File: config.mk
export PLATFORM = sky130hd
export DESIGN_NAME = mul4_tournament_scorer
export DESIGN_NICKNAME = d
export VERILOG_FILES = /design/src/rtl/mul4_pkg.sv /design/src/rtl/mul4_lane_popcount.sv /design/src/rtl/mul4_tournament_scorer.sv
export SDC_FILE = /design/constraint.sdc
export NUM_CORES = 1
export LEC_CHECK = 0
export BUFFER_PORTS_ARGS = -buffer_cell sky130_fd_sc_hd__clkbuf_2
export CAP_MARGIN = 15
export CORE_ASPECT_RATIO = 0.5
export CORE_MARGIN = 4
export CORE_UTILIZATION = 52
export CTS_CLUSTER_SIZE = 12
export DETAILED_ROUTE_END_ITERATION = 10
export PLACE_DENSITY = 0.95
export REMOVE_ABC_BUFFERS = 1
export SETUP_SLACK_MARGIN = 0.3
export SLEW_MARGIN = 20
export SYNTH_ARGS = -nofsm -noshare
export SYNTH_HDL_FRONTEND = slang
export SYNTH_SLANG_ARGS = --single-unit
File: constraint.sdc
create_clock -name clk -period 11.2 [get_ports clk]
set_input_delay 1.12 -clock clk [delete_from_list [all_inputs] [get_ports clk]]
set_output_delay 1.12 -clock clk [all_outputs]
set_load 0.01 [all_outputs]
File: src/rtl/mul4_pkg.sv
// Shared constants and types for the 2x2 multiplier tournament scorer.
// Lane i of every 16-bit word carries operands a = i[3:2] and b = i[1:0].
// The stimulus words enumerate all 16 operand pairs. The EXP words hold
// the exact product bits for those lanes.
package mul4_pkg;

    localparam logic [15:0] A1 = 16'hFF00;
    localparam logic [15:0] A0 = 16'hF0F0;
    localparam logic [15:0] B1 = 16'hCCCC;
    localparam logic [15:0] B0 = 16'hAAAA;

    localparam logic [15:0] EXP3 = 16'h8000;
    localparam logic [15:0] EXP2 = 16'h4C00;
    localparam logic [15:0] EXP1 = 16'h6AC0;
    localparam logic [15:0] EXP0 = 16'hA0A0;

    localparam int SCORE_W = 7;

    typedef enum logic [2:0] {
        IDLE,
        DRIVE,
        SCORE,
        UPDATE,
        DONE
    } state_e;

endpackage

File: src/rtl/mul4_lane_popcount.sv
// Counts the lanes in which a 16-bit response word matches its expected word.
// Ports:
//   y         in   16  candidate response word
//   exp       in   16  expected product word
//   match_cnt out  5   number of matching lanes, 0..16
module mul4_lane_popcount (
    input  logic [15:0] y,
    input  logic [15:0] exp,
    output logic [4:0]  match_cnt
);

    logic [15:0] match;

    assign match = ~(y ^ exp);

    always_comb begin
        match_cnt = '0;
        for (int i = 0; i < 16; i++) begin
            match_cnt = match_cnt + 5'(match[i]);
        end
    end

endmodule

File: src/rtl/mul4_tournament_scorer.sv
// Drives exhaustive stimulus to a bank of evolved 2x2 multipliers, steps an
// external mux through every candidate, scores each response word against
// the exact product and reports the best candidate.
// Ports:
//   clk, rst_n                  clock, synchronous active-low reset
//   start                       begin a tournament (only accepted in IDLE)
//   a1, a0, b1, b0              constant stimulus words
//   cand_sel                    candidate currently driven through the mux
//   y3..y0                      response of the selected candidate
//   busy, done                  run status, one-cycle completion pulse
//   winner_idx, winner_score,   result of the last completed tournament
//   perfect
//
// state  | meaning
// IDLE   | waiting for start; running results cleared
// DRIVE  | cand_sel held while the candidate response settles
// SCORE  | four cycles, one response word (y0..y3) accumulated per cycle
// UPDATE | compare against best so far, advance to next candidate
// DONE   | one cycle, done pulse with winner outputs freshly loaded
module mul4_tournament_scorer
    import mul4_pkg::*;
#(
    parameter  int N_CAND   = 4,
    parameter  int RESP_LAT = 1,
    localparam int SEL_W    = $clog2(N_CAND)
) (
    input  logic               clk,
    input  logic               rst_n,
    input  logic               start,
    output logic [15:0]        a1,
    output logic [15:0]        a0,
    output logic [15:0]        b1,
    output logic [15:0]        b0,
    output logic [SEL_W-1:0]   cand_sel,
    input  logic [15:0]        y3,
    input  logic [15:0]        y2,
    input  logic [15:0]        y1,
    input  logic [15:0]        y0,
    output logic               busy,
    output logic               done,
    output logic [SEL_W-1:0]   winner_idx,
    output logic [SCORE_W-1:0] winner_score,
    output logic               perfect
);

    localparam int                 LAT_W    = $clog2(RESP_LAT + 1);
    localparam logic [LAT_W-1:0]   LAT_INIT = LAT_W'(RESP_LAT - 1);
    localparam logic [SEL_W-1:0]   LAST_SEL = SEL_W'(N_CAND - 1);
    localparam logic [SCORE_W-1:0] MAX_SCORE = SCORE_W'(64);

    state_e             state_q;
    logic [SEL_W-1:0]   cand_sel_q;
    logic [LAT_W-1:0]   lat_cnt_q;
    logic [1:0]         step_q;
    logic [SCORE_W-1:0] acc_q;
    logic [SCORE_W-1:0] best_score_q;
    logic [SEL_W-1:0]   best_idx_q;
    logic               busy_q;
    logic               done_q;
    logic [SEL_W-1:0]   winner_idx_q;
    logic [SCORE_W-1:0] winner_score_q;
    logic               perfect_q;

    logic [15:0]        word_y;
    logic [15:0]        word_exp;
    logic [4:0]         match_cnt;
    logic [SCORE_W-1:0] acc_d;
    logic               take_best;
    logic [SCORE_W-1:0] best_score_d;
    logic [SEL_W-1:0]   best_idx_d;

    assign a1 = A1;
    assign a0 = A0;
    assign b1 = B1;
    assign b0 = B0;

    always_comb begin
        word_y   = y0;
        word_exp = EXP0;
        case (step_q)
            2'd1: begin word_y = y1; word_exp = EXP1; end
            2'd2: begin word_y = y2; word_exp = EXP2; end
            2'd3: begin word_y = y3; word_exp = EXP3; end
            default: ;
        endcase
    end

    mul4_lane_popcount u_popcount (
        .y         (word_y),
        .exp       (word_exp),
        .match_cnt (match_cnt)
    );

    assign acc_d = acc_q + SCORE_W'(match_cnt);

    // Strict greater-than keeps ties on the lowest index; the first
    // candidate always seeds the best-so-far.
    assign take_best    = (acc_q > best_score_q) || (cand_sel_q == '0);
    assign best_score_d = take_best ? acc_q : best_score_q;
    assign best_idx_d   = take_best ? cand_sel_q : best_idx_q;

    always_ff @(posedge clk) begin
        if (!rst_n) begin
            state_q        <= IDLE;
            cand_sel_q     <= '0;
            lat_cnt_q      <= '0;
            step_q         <= '0;
            acc_q          <= '0;
            best_score_q   <= '0;
            best_idx_q     <= '0;
            busy_q         <= 1'b0;
            done_q         <= 1'b0;
            winner_idx_q   <= '0;
            winner_score_q <= '0;
            perfect_q      <= 1'b0;
        end else begin
            done_q <= 1'b0;
            case (state_q)
                IDLE: begin
                    cand_sel_q   <= '0;
                    acc_q        <= '0;
                    best_score_q <= '0;
                    best_idx_q   <= '0;
                    if (start) begin
                        state_q   <= DRIVE;
                        busy_q    <= 1'b1;
                        lat_cnt_q <= LAT_INIT;
                    end
                end
                DRIVE: begin
                    if (lat_cnt_q == '0) begin
                        state_q <= SCORE;
                        step_q  <= '0;
                    end else begin
                        lat_cnt_q <= lat_cnt_q - LAT_W'(1);
                    end
                end
                SCORE: begin
                    acc_q  <= acc_d;
                    step_q <= step_q + 2'd1;
                    if (step_q == 2'd3) begin
                        state_q <= UPDATE;
                    end
                end
                UPDATE: begin
                    acc_q        <= '0;
                    best_score_q <= best_score_d;
                    best_idx_q   <= best_idx_d;
                    if (cand_sel_q == LAST_SEL) begin
                        // Winner is loaded from the just-updated best so it
                        // is valid in the same cycle as the done pulse.
                        state_q        <= DONE;
                        busy_q         <= 1'b0;
                        done_q         <= 1'b1;
                        winner_idx_q   <= best_idx_d;
                        winner_score_q <= best_score_d;
                        perfect_q      <= (best_score_d == MAX_SCORE);
                    end else begin
                        cand_sel_q <= cand_sel_q + SEL_W'(1);
                        lat_cnt_q  <= LAT_INIT;
                        state_q    <= DRIVE;
                    end
                end
                DONE: begin
                    state_q <= IDLE;
                end
                default: begin
                    state_q <= IDLE;
                end
            endcase
        end
    end

    assign cand_sel     = cand_sel_q;
    assign busy         = busy_q;
    assign done         = done_q;
    assign winner_idx   = winner_idx_q;
    assign winner_score = winner_score_q;
    assign perfect      = perfect_q;

endmodule
## Yosys cells after proc, flatten, opt, wreduce, memory -nomap -nowiden

Index checks and enable logic that the tools add are counted.
Widths: inputs -> output; s select.

| operators by class | value |
|---|---|
| mux-type cells | 24 |
| $add $sub $neg | 19 |
| order comparisons | 1 |
| bitwise logic cells | 2 |
| eq/ne operators | 13 |
| reductions and logical operators | 15 |

Operators by type and width:

| kind | number |
|---|---|
| $pmux 16 s3 | 2 |
| $add 5x1->5 | 14 |
| $pmux 7 s2 | 2 |
| $not 16->16 | 1 |
| $xor 16x16->16 | 1 |
| $mux 3 | 4 |
| $pmux 2 s2 | 3 |
| $pmux 3 s4 | 1 |
| $ne 2x2->1 const B | 5 |
| $reduce_and 3->1 | 3 |
| $reduce_and 2->1 | 4 |
| $add 7x5->7 | 1 |
| $eq 7x7->1 const B | 1 |
| $gt 7x7->1 | 1 |
| $mux 7 | 1 |
| $eq 2x2->1 const B | 3 |
| $eq 3x2->1 const B | 2 |
| $mux 1 | 6 |
| $mux 2 | 3 |
| $reduce_bool 2->1 | 3 |
| $add 2x1->2 const B | 2 |
| $eq 3x1->1 const B | 1 |
| $logic_not 3->1 | 1 |
| $pmux 1 s3 | 1 |
| other kinds (8) | 8 |

| storage, ports and cells | value |
|---|---|
| input bits | 67 |
| bits in registers | 36 |
| word-level logic and storage cells | 86 |

## Logic depth before layout (Yosys ltp)

Gate-level depths: netlist (run 1).

| depth | value |
|---|---|
| word-level depth | 21 |
| gate-level depth with buffers | 25 |
| depth with buffers taken out | 23 |

## Modules after synthesis

From an unflattened synthesis (run 1), not the netlist that was laid out.

| second synthesis, totals | value |
|---|---|
| cells, all modules | 373 |
| area, all modules | 3323.2 um^2 |

Modules (own cells, without submodules):

| module | times used | cells an instance | sequential area each (um^2) | area an instance (um^2) |
|---|---|---|---|---|
| mul4_tournament_scorer | 1 | 324 | 700.7 | 2827.7 |
| mul4_lane_popcount | 1 | 49 | 0.0 | 495.5 |

## Worst setup path after synthesis (run 1)

No wires, ideal clock.

| timing path | value |
|---|---|
| path kind | in2reg |
| start point | input port y3[0] |
| end point | register acc_q[6] |
| arrival | 5915 ps |
| cell stages on the path | 19 |
| setup slack | 5213 ps |
| data required time | 11128 ps |
| path through | a222oi_1 nand2_1 o21ai_0 ha_1 inv_1 fa_1 fa_1 fa_1 inv_1 fa_1 fa_1 inv_1 fa_1 fa_1 nor2b_1 o21a_1 o21ai_0 a21oi_1 mux2i_1 |

| on the way | value |
|---|---|
| longest elaborated chain between the ends | 20 |

Ends and longest elaborated chain:

| element | line | source |
|---|---|---|
| start: declaration | mul4_tournament_scorer.sv:35 | `input logic [15:0] y3,` |
| $pmux 16 s3 | mul4_tournament_scorer.sv:80 | `case (step_q)` |
| $xor 16x16->16 | mul4_lane_popcount.sv:14 | `assign match = ~(y ^ exp);` |
| $not 16->16 | mul4_lane_popcount.sv:14 |  |
| $add 1x1->2 | mul4_lane_popcount.sv:19 | `match_cnt = match_cnt + 5'(match[i]);` |
| $add 5x1->5 (14 in a row) | mul4_lane_popcount.sv:19 |  |
| $add 7x5->7 | mul4_tournament_scorer.sv:94 | `assign acc_d = acc_q + SCORE_W'(match_cnt);` |
| $pmux 7 s2 | mul4_tournament_scorer.sv:118 | `case (state_q)` |
| end signal: assignment | mul4_tournament_scorer.sv:108 | `acc_q <= '0;` |
| end signal: assignment | mul4_tournament_scorer.sv:121 | `acc_q <= '0;` |
| end signal: assignment | mul4_tournament_scorer.sv:139 | `acc_q <= acc_d;` |
| end: declaration | mul4_tournament_scorer.sv:55 | `logic [SCORE_W-1:0] acc_q;` |

No other way between the ends.
A chain may end at the register's enable or synchronous reset.

## Worst setup path after layout (run 1)

| timing path | value |
|---|---|
| start point | register step_q[0] |
| end point | register acc_q[6] |

| on the way | value |
|---|---|
| longest elaborated chain between the ends | 21 |
| elaborated cells on any way between the ends | 24 |

Ends and longest elaborated chain:

| element | line | source |
|---|---|---|
| start: declaration | mul4_tournament_scorer.sv:54 | `logic [1:0] step_q;` |
| start signal: assignment | mul4_tournament_scorer.sv:140 | `step_q <= step_q + 2'd1;` |
| $eq 2x2->1 or $eq 2x1->1 (tied branches) | mul4_tournament_scorer.sv:80 |  |
| $pmux 16 s3 | mul4_tournament_scorer.sv:80 |  |
| $xor 16x16->16 (*) | mul4_lane_popcount.sv:14 |  |
| $not 16->16 (*) | mul4_lane_popcount.sv:14 |  |
| $add 1x1->2 | mul4_lane_popcount.sv:19 |  |
| $add 5x1->5 (13 in a row) | mul4_lane_popcount.sv:19 |  |
| $add 5x1->5 (*) | mul4_lane_popcount.sv:19 |  |
| $add 7x5->7 (*) | mul4_tournament_scorer.sv:94 |  |
| $pmux 7 s2 (*) | mul4_tournament_scorer.sv:118 |  |

Mark *: on every way between the ends. The rest lies on a longest branch, timed or not.

==> metrics.txt, run 1 <==
leak pwr=1.76 nW; R2R Path End=acc_q[6]; post-synthesis to final-layout area growth=9.88%; Post-DRT Antenna Nets=0; number of distinct library cells after synthesis=51; Routability Congestion=0.869; die width=119 um; final setup vio count=0; CTS Buf Count=5; worst hold endpoint=best_idx_q[0]; crit path kind=reg2reg; final setup margin=4760 ps; Worst Path Arrival=6650 ps; Setup Fix Bufs, Post-CTS=0; Mapped Area=0.00319 mm^2; initial antenna violation count=0; post-DR vias/cell=5.07; number of flops mapped to enable cells by yosys=0; Final Cell Area=0.00351 mm^2; IO Port Bufs=80; worst r2r src=step_q[0]; nets=545; total die area=0.00753 mm^2; hpwl dp=5.53 mm; Sum Neg Setup Slack=0 ps; Synth Register Bits=35; gr usage total=0.177; r2r worst-path depth=20; CTS Buffer Depth=2; Synth Flop Type=dfxtp_1; Yosys top cell area share=0.220; Tightest Pin Transition=648 ps; Iteration-0 DRC Markers=139; total wire length=6.94 mm; Max Freq=155 MHz; Synth area leader=dfxtp_1; Yosys warning count=0; required time worst endpoint=11410 ps; Max FO, Critical Path=27; Synth area leaders=dfxtp_1 22%, buf_4 15%, ha_1 9.8%; Pre-antenna DRT Iters=5; r2r setup slk=4760 ps; vias in the first global route=2466; Seq/Total Area, Yosys=0.220; hold_buf cts=0; first-pass GRT wire length=11.2 mm; Placement Rows=19; DP Worst Slack=4740 ps; hold_ws=483 ps; share of layout cells above drive strength 1=0.208; Final min period=6440 ps; worst skew pair latency=280 ps; status=complete, no violations; Max Cap Viol=0; max-slew violations=0; worst vdd ir=0.000225 V; Critical Path Start Type=flip-flop; Routed wire per std cell=13.5 um; PD cells=255 mW/mm^2; Worst Skew=2.76 ps; hold wc startpoint=best_idx_q[0]; crit share post-route=0.575; Max transition margin=0.568; hold path cells=1; largest net degree at the start of global routing=28; Hold WC Path Type=reg2reg; Post-synth ARST share=0; Final Total Pwr=0.896 mW; Worst Setup SP=step_q[0]; clock root cell=clkbuf_16; DRC=0; Cells after Synth=372; Post-Place Cell Area=0.00336 mm^2; H-tree Lvls=2; Post-CTS Resized=0; Worst setup EP type=flip-flop; I/O pins=145; Antenna Diode Count=0; Initial Util=0.559; Final Hold Fails=0; RSZ-0062 raised after global routing=no; Clock Sinks=35; total number of vias=2611; die height=63.4 um; Avg Synthesized Cell Area=8.58 um^2; CTS tree=yes; core footprint=0.00571 mm^2; Reg clk slew, reported paths=50 ps; grt ovf=0
[synth_stat cells, drive strengths merged (2+ instances only)]
master	instances
a22oi	6
a222oi	14
inv	31
xor2	3
xnor2	8
a21oi	25
nand3b	3
a31oi	2
o21ai	27
nor4b	2
nand3	2
nor4	2
a211oi	2
nand2	14
and2	4
dfxtp	35
fa	11
mux2i	10
nor2	17
nand4b	3
clkbuf	12
a21o	5
ha	25
a22o	9
o22ai	2
nand2b	2
nor2b	8
conb	2
a21boi	2
buf	67
o21a	5
[logic make-up after synthesis]
group	after synthesis	synth area share
xor+xnor	11	0.0302
buf+inv	111	0.211
flops	35	0.220
other cells	2	0.00235
fa+ha+maj	36	0.167
compound gates	103	0.226
simple gates	64	0.112
mux	10	0.0314
[layer usage]
metal	GRT usage	up-vias	wire length [um]
met2	0.316	101	3350
li1	-	1315	-
met3	0.0411	11	486
met4	0.0577	0	106
met5	0	-	0
met1	0.212	1184	3000
[per-stage QoR]
| stage | util | std cells |
|---|---|---|
| after floorplan | - | 355 |
| after global placement | 0.589 | 508 |
| after detailed placement | 0.589 | 508 |
| after CTS | 0.614 | 515 |
| after global routing | 0.614 | 515 |
| final | 0.614 | 515 |
[worst max path at each step]
stage | depth (start not counted) | end | slack, ps
after floorplan | 19 | acc_q[6] | 5200
after global placement | 20 | acc_q[6] | 4960
after detailed placement | 20 | acc_q[6] | 4740
after CTS | 20 | acc_q[6] | 4740
after global routing | 20 | acc_q[6] | 4280
final | 20 | acc_q[6] | 4760
[critical path, stage by stage (launching register included)]
cell and delay, ps:
dfxtp_1 360, inv_1 150, ha_1 300, clkinv_1 570, o21ai_0 390, ha_1 270
inv_1 80, fa_1 420, fa_1 520, fa_1 540, inv_1 50, fa_1 500
fa_1 450, inv_1 80, fa_1 460, fa_1 450, nor2b_1 160, o21a_1 130
o21ai_0 100, a21oi_1 200, mux2i_1 190
[flip-flops by register name (all words and copies together), names as in the netlist]
register and count:
cand_sel 2, step_q 2, best_score_q 7, busy 1, winner_score 7, best_idx_q 2
done 1, state_q 3, winner_idx 2, acc_q 7, perfect 1
[layout make-up]
class	count	area, um^2
Tap cell	73	91.3
Sequential cell	35	701
Timing Repair Buffer	80	400
Fill cell	507	2200
Clock inverter	1	5.00
Clock buffer	6	139
Multi-Input combinational cell	288	2050
Inverter	32	120
[power by group]
group,internal [mW],switching [mW]
logic,0.284,0.332
registers,0.131,0.0124
clock network,0.0866,0.0486
total,0.502,0.393
[placed cells by master, fill, tap and decap left out, types with 3 or more instances in the layout]
cell / netlist / routed
nor2b_1: 8 / 8
dfxtp_1: 35 / 35
xnor2_1: 8 / 8
a21o_1: 5 / 5
a222oi_1: 14 / 14
nand3b_1: 3 / 3
a21oi_1: 24 / 24
inv_1: 31 / 31
o21ai_0: 25 / 25
o21a_1: 5 / 5
mux2i_1: 10 / 10
a22oi_1: 6 / 6
clkbuf_2: 0 / 80
nor2_1: 17 / 17
nand2_1: 14 / 14
xor2_1: 3 / 3
a22o_1: 9 / 9
ha_1: 25 / 25
fa_1: 11 / 11
conb_1: 2 / 64
and2_1: 4 / 4
clkbuf_16: 0 / 5
Note: power is estimated with default switching activity, not from simulation.
==> run 2: changes to the inputs <==
CORE_UTILIZATION = 43   (was 52)
PLACE_DENSITY = 0.85   (was 0.95)
clock period = 5.68 ns   (was 11.2 ns; I/O delays follow)
==> metrics.txt, run 2 (synthesis gave the netlist of run 1 again) <==
initial antenna violation count=0 (unchanged); crit share post-route=0.975 (was 0.575); Worst Setup SP=step_q[1] (was step_q[0]); worst skew pair latency=280 ps (about the same); hold path cells=1 (unchanged); Reg clk slew, reported paths=50 ps (about the same); first-pass GRT wire length=11.6 mm (was 11.2 mm); vias in the first global route=2550 (was 2466); CTS Buf Count=5 (unchanged); die width=130 um (was 119 um); crit path kind=reg2reg (unchanged); switching power=0.911 mW (was 0.393 mW); Placement Rows=21 (was 19); gr usage total=0.161 (was 0.177); core footprint=0.00694 mm^2 (was 0.00571 mm^2); critical path's slowest cell=fa_1 (was clkinv_1); status=complete, no violations (unchanged); Max FO, Critical Path=5 (was 27); total die area=0.00895 mm^2 (was 0.00753 mm^2); I/O pins=145 (unchanged); Cell Int Power=1.27 mW (was 0.502 mW); H-tree Lvls=2 (unchanged); IO Port Bufs=80 (unchanged); Final Hold Fails=0 (unchanged); PD cells=573 mW/mm^2 (was 255 mW/mm^2); die height=68.9 um (was 63.4 um); r2r worst-path depth=21 (was 20); DP Worst Slack=-191 ps (was 4740 ps); Clock Sinks=35 (unchanged); worst vdd ir=0.000485 V (was 0.000225 V); CTS Buffer Depth=2 (unchanged); Post-DRT Antenna Nets=0 (unchanged); sw frac=0.418 (was 0.439); hold wc startpoint=best_idx_q[1] (was best_idx_q[0]); register share of total power=0.130 (was 0.160); Max transition margin=0.506 (was 0.568); Clock power frac=0.121 (was 0.151); worst r2r src=step_q[1] (was step_q[0]); Cell Chain, Critical Path=buf_6 -> ha_4 -> buf_6 -> a222oi_1 -> a21oi_1 -> xor2_1 -> fa_1 -> fa_1 -> fa_1 -> inv_2 -> fa_1 -> fa_2 -> inv_2 -> fa_2 -> xnor2_2 -> ha_1 -> nor2b_1 -> o21a_1 -> or3_1 -> a32oi_1 -> nor2b_1 (was inv_1 -> ha_1 -> clkinv_1 -> o21ai_0 -> ha_1 -> inv_1 -> fa_1 -> fa_1 -> fa_1 -> inv_1 -> fa_1 -> fa_1 -> inv_1 -> fa_1 -> fa_1 -> nor2b_1 -> o21a_1 -> o21ai_0 -> a21oi_1 -> mux2i_1); Critical Path Start Type=flip-flop (unchanged); Worst Skew=2.19 ps (was 2.76 ps); Max Freq=181 MHz (was 155 MHz); hpwl dp=5.74 mm (was 5.53 mm); share of layout cells above drive strength 1=0.292 (was 0.208); post-synthesis to final-layout area growth=19.4% (was 9.88%); Routed wire per std cell=13.8 um (was 13.5 um); final setup margin=142 ps (was 4760 ps); commonest non-fill, non-tap cell in the layout=clkbuf_2 (unchanged); required time worst endpoint=5850 ps (was 11410 ps); Largest stage delay, worst path=530 ps (was 570 ps); Tightest Pin Transition=741 ps (was 648 ps); clock root cell=clkbuf_16 (unchanged); commonest non-fill, non-tap cells in the layout=80 x clkbuf_2, 64 x conb_1, 33 x dfxtp_1, 25 x inv_1, 24 x o21ai_0 (was 80 x clkbuf_2, 64 x conb_1, 35 x dfxtp_1, 31 x inv_1); Worst path top cell family by delay=adder cells (unchanged); DRC=0 (unchanged); Final Total Pwr=2.18 mW (was 0.896 mW); grt ovf=0 (unchanged); Worst Path Arrival=5700 ps (was 6650 ps); nets=566 (was 545); Worst setup EP type=flip-flop (unchanged); critical path depth=21 (was 20); Routability Congestion=0.824 (was 0.869); leak pwr=1.88 nW (was 1.76 nW); CTS tree=yes (unchanged); Initial Util=0.460 (was 0.559); final setup vio count=0 (unchanged); Max Cap Viol=0 (unchanged); FILL cells=599 (was 507); RSZ-0062 raised after global routing=yes (was no); post-DR vias/cell=5.07 (about the same); Iteration-0 DRC Markers=249 (was 139); most frequent CP cell=fa_1 (unchanged); Hold WC Path Type=reg2reg (unchanged); total wire length=7.68 mm (was 6.94 mm); Antenna Diode Count=0 (unchanged); largest net degree at the start of global routing=28 (unchanged); Pre-antenna DRT Iters=7 (was 5); total number of vias=2813 (was 2611); Final min period=5540 ps (was 6440 ps); worst path bufs/invs=4 (was 5); combinational share of power=0.749 (was 0.689); max-slew violations=0 (unchanged)
[run 2: layer usage]
metal,track usage,wire (um)
met1,0.208,3230
met2,0.270,3630
met3,0.0415,693
met4,0.0479,125
met5,0,0
[run 2: layout make-up]
| class | count | area [um^2] | share of cell area |
|---|---|---|---|
| tap | 92 | 115 | 0.0302 |
| inverter | 32 | 124 | 0.0325 |
| sequential | 35 | 708 | 0.186 |
| timing repair buffer | 101 | 573 | 0.150 |
| clock buffer | 6 | 139 | 0.0365 |
| multi-input combinational | 288 | 2140 | 0.563 |
| clock inverter | 1 | 5.00 | 0.00131 |
[run 2: power groups by stage]
| stage | sequential (mW) | clock (mW) | combinational [mW] |
|---|---|---|---|
| 2_1_floorplan | 0.280 | 0 | 0.960 |
| 3_3_place_gp | 0.285 | 0 | 1.18 |
| 3_5_place_dp | 0.286 | 0 | 1.24 |
| 4_1_cts | 0.282 | 0.267 | 1.45 |
| 5_1_grt | 0.287 | 0.281 | 1.85 |
| 6_report | 0.283 | 0.265 | 1.63 |
[run 2: repair_timing]
action,4_1_cts,5_1_grt
pin swaps,22,8
resized for setup,27,7
buffers inserted,4,3
hold buffers,0,0
endpoints found under the setup margin,6,6
[run 2: path summary, 6_finish.rpt]
path	endpoint	slack, ps
max	acc_q[4]	140
min	best_idx_q[1]	490
max reg2reg	acc_q[4]	140
min reg2reg	best_idx_q[1]	490
[run 2: stage by stage]
stage / util / cells / setup TNS [ps] / area [um^2] / hold WS [ps]
floorplan: - / 355 / -411 / 2870 / 448
global placement: 0.503 / 541 / 0 / 3490 / 463
detailed placement: 0.503 / 541 / -437 / 3490 / 469
CTS: 0.542 / 552 / 0 / 3760 / 487
global route: 0.549 / 555 / -152 / 3810 / 507
finish: 0.549 / 555 / 0 / 3810 / 490
==> run 3: changes to the inputs <==
BUFFER_PORTS_ARGS = unset   (was -buffer_cell sky130_fd_sc_hd__clkbuf_2)
CORE_UTILIZATION = 58   (was 43)
DONT_BUFFER_PORTS = 1   (was unset)
GPL_TIMING_DRIVEN = 0   (was unset)
PLACE_DENSITY = 0.84   (was 0.85)
==> metrics.txt, run 3 (synthesis gave the netlist of run 1 again) <==
Critical Path Start Type=flip-flop (unchanged); required time worst endpoint=5860 ps (was 5850 ps); Final Total Pwr=1.95 mW (was 2.18 mW); Antenna Diode Count=0 (unchanged); first-pass GRT wire length=11.2 mm (was 11.6 mm); Max FO, Critical Path=6 (was 5); worst vdd ir=0.000433 V (was 0.000485 V); post-synthesis to final-layout area growth=2.71% (was 19.4%); Worst Path Arrival=5740 ps (was 5700 ps); CTS Buffer Depth=2 (unchanged); vias in the first global route=2422 (was 2550); nets=482 (was 566); Tightest Pin Transition=681 ps (was 741 ps); total die area=0.00682 mm^2 (was 0.00895 mm^2); commonest non-fill, non-tap cells in the layout=64 x conb_1, 33 x dfxtp_1, 27 x inv_1, 23 x a21oi_1, 23 x o21ai_0 (was 80 x clkbuf_2, 64 x conb_1, 33 x dfxtp_1, 25 x inv_1, 24 x o21ai_0); Hold WC Path Type=in2reg (was reg2reg); FILL cells=404 (was 599); CTS tree=yes (unchanged); gr usage total=0.208 (was 0.161); worst r2r src=step_q[1] (unchanged); r2r worst-path depth=22 (was 21); Routability Congestion=0.854 (was 0.824); Placement Rows=18 (was 21); largest net degree at the start of global routing=28 (unchanged); Max transition margin=0.545 (was 0.506); IO Port Bufs=0 (was 80); I/O pins=145 (unchanged); status=complete, no violations (unchanged); total number of vias=2546 (was 2813); Routed wire per std cell=16.7 um (was 13.8 um); share of layout cells above drive strength 1=0.119 (was 0.292); Post-DRT Antenna Nets=0 (unchanged); crit path kind=reg2reg (unchanged); Final min period=5560 ps (was 5540 ps); Sum Neg Setup Slack=0 ps (unchanged); r2r setup slk=120 ps (was 140 ps); commonest non-fill, non-tap cell in the layout=conb_1 (was clkbuf_2); Initial Util=0.624 (was 0.460); post-DR vias/cell=5.68 (was 5.07); DRC=0 (unchanged); Pre-antenna DRT Iters=6 (was 7); Max Cap Viol=0 (unchanged); Final Hold Fails=0 (unchanged); total wire length=7.47 mm (was 7.68 mm); Max Freq=180 MHz (was 181 MHz); die height=60.4 um (was 68.9 um); Clock Sinks=35 (unchanged); H-tree Lvls=2 (unchanged); max-slew violations=0 (unchanged); PD cells=594 mW/mm^2 (was 573 mW/mm^2); core footprint=0.00511 mm^2 (was 0.00694 mm^2); Iteration-0 DRC Markers=166 (was 249); Worst Skew=7.51 ps (was 2.19 ps); critical path endpoint=acc_q[4] (unchanged); leak pwr=1.49 nW (was 1.88 nW); Worst Setup SP=step_q[1] (unchanged); Reg clk slew, reported paths=70 ps (was 50 ps); Worst setup EP type=flip-flop (unchanged); initial antenna violation count=0 (unchanged); worst skew pair latency=300 ps (was 280 ps); grt ovf=0 (unchanged); clock root cell=clkbuf_8 (was clkbuf_16); hold_buf cts=0 (unchanged); final setup vio count=0 (unchanged); crit share post-route=0.978 (was 0.975); R2R Path End=acc_q[4] (unchanged); hpwl dp=5.24 mm (was 5.74 mm); CTS Buf Count=5 (unchanged); RSZ-0062 raised after global routing=yes (unchanged); die width=113 um (was 130 um)
run 3: cell types whose count changed in the layout (fill, tap and decap cells not counted), moves of 2 or more:
cell	change
buf_4	-4
buf_6	-4
clkbuf_16	-5
clkbuf_2	-80
clkbuf_8	+4
clkinv_2	-2
inv_1	+2
inv_2	-2
run 3: worst max-delay path: stages, from the launching register on:
cell	delay, ps
dfxtp_4	400
inv_4	70
ha_4	180
a222oi_1	310
nand2_1	90
o21ai_1	80
ha_1	250
inv_2	60
fa_1	430
fa_1	470
fa_1	500
inv_1	60
fa_1	510
fa_2	220
inv_2	40
fa_2	380
xnor2_2	150
ha_1	310
nor2b_1	140
o21a_1	200
or3_1	320
a32oi_1	190
nor2b_1	70
run 3: metrics by stage:
step | hold slack, ps | utilization | setup WS [ps] | cell area [um^2] | std cells
final | 394 | 0.641 | 123 | 3280 | 448
after detailed placement | 476 | 0.579 | -752 | 2960 | 425
after floorplan | 448 | - | -175 | 2870 | 355
after global routing | 385 | 0.641 | -52.5 | 3280 | 448
after CTS | 389 | 0.631 | 196 | 3220 | 443
after global placement | 464 | 0.579 | -634 | 2960 | 425
run 3: how the worst min path moves through the flow:
stage,from,end,slack (ps),depth (start not counted)
2_1_floorplan,best_idx_q[0],best_idx_q[0],450,1
3_3_place_gp,best_idx_q[0],best_idx_q[0],460,1
3_5_place_dp,best_idx_q[1],best_idx_q[1],480,1
4_1_cts,rst_n,state_q[2],390,1
5_1_grt,rst_n,step_q[1],380,1
6_report,rst_n,state_q[2],390,1
run 3: final cells by class:
cell class / count / area [um^2] / area share
Timing Repair Buffer: 16 / 133 / 0.0405
Sequential cell: 35 / 708 / 0.216
Timing Repair inverter: 1 / 8.76 / 0.00267
Inverter: 32 / 135 / 0.0412
Clock buffer: 6 / 72.6 / 0.0221
Multi-Input combinational cell: 288 / 2130 / 0.651
Tap cell: 70 / 87.6 / 0.0267
run 3: per-layer routing:
layer  routed length, um  GRT usage  up-vias
li1                    -          -     1190
met1                2820      0.227     1198
met2                3670      0.369      138
met3                 781     0.0618       20
met4                 205      0.137        0
met5                   0          0        -
run 3: repair_timing:
item,CTS,global route
pin swaps,17,7
setup buffers,12,4
resized for setup,25,5
endpoints found under the setup margin,6,5
cloned,0,1
run 3: power by group:
part | switching [mW] | internal [mW] | total (mW)
sequential | 0.0258 | 0.258 | 0.283
clock | 0.0856 | 0.0816 | 0.167
combinational | 0.768 | 0.729 | 1.50
total | 0.879 | 1.07 | 1.95
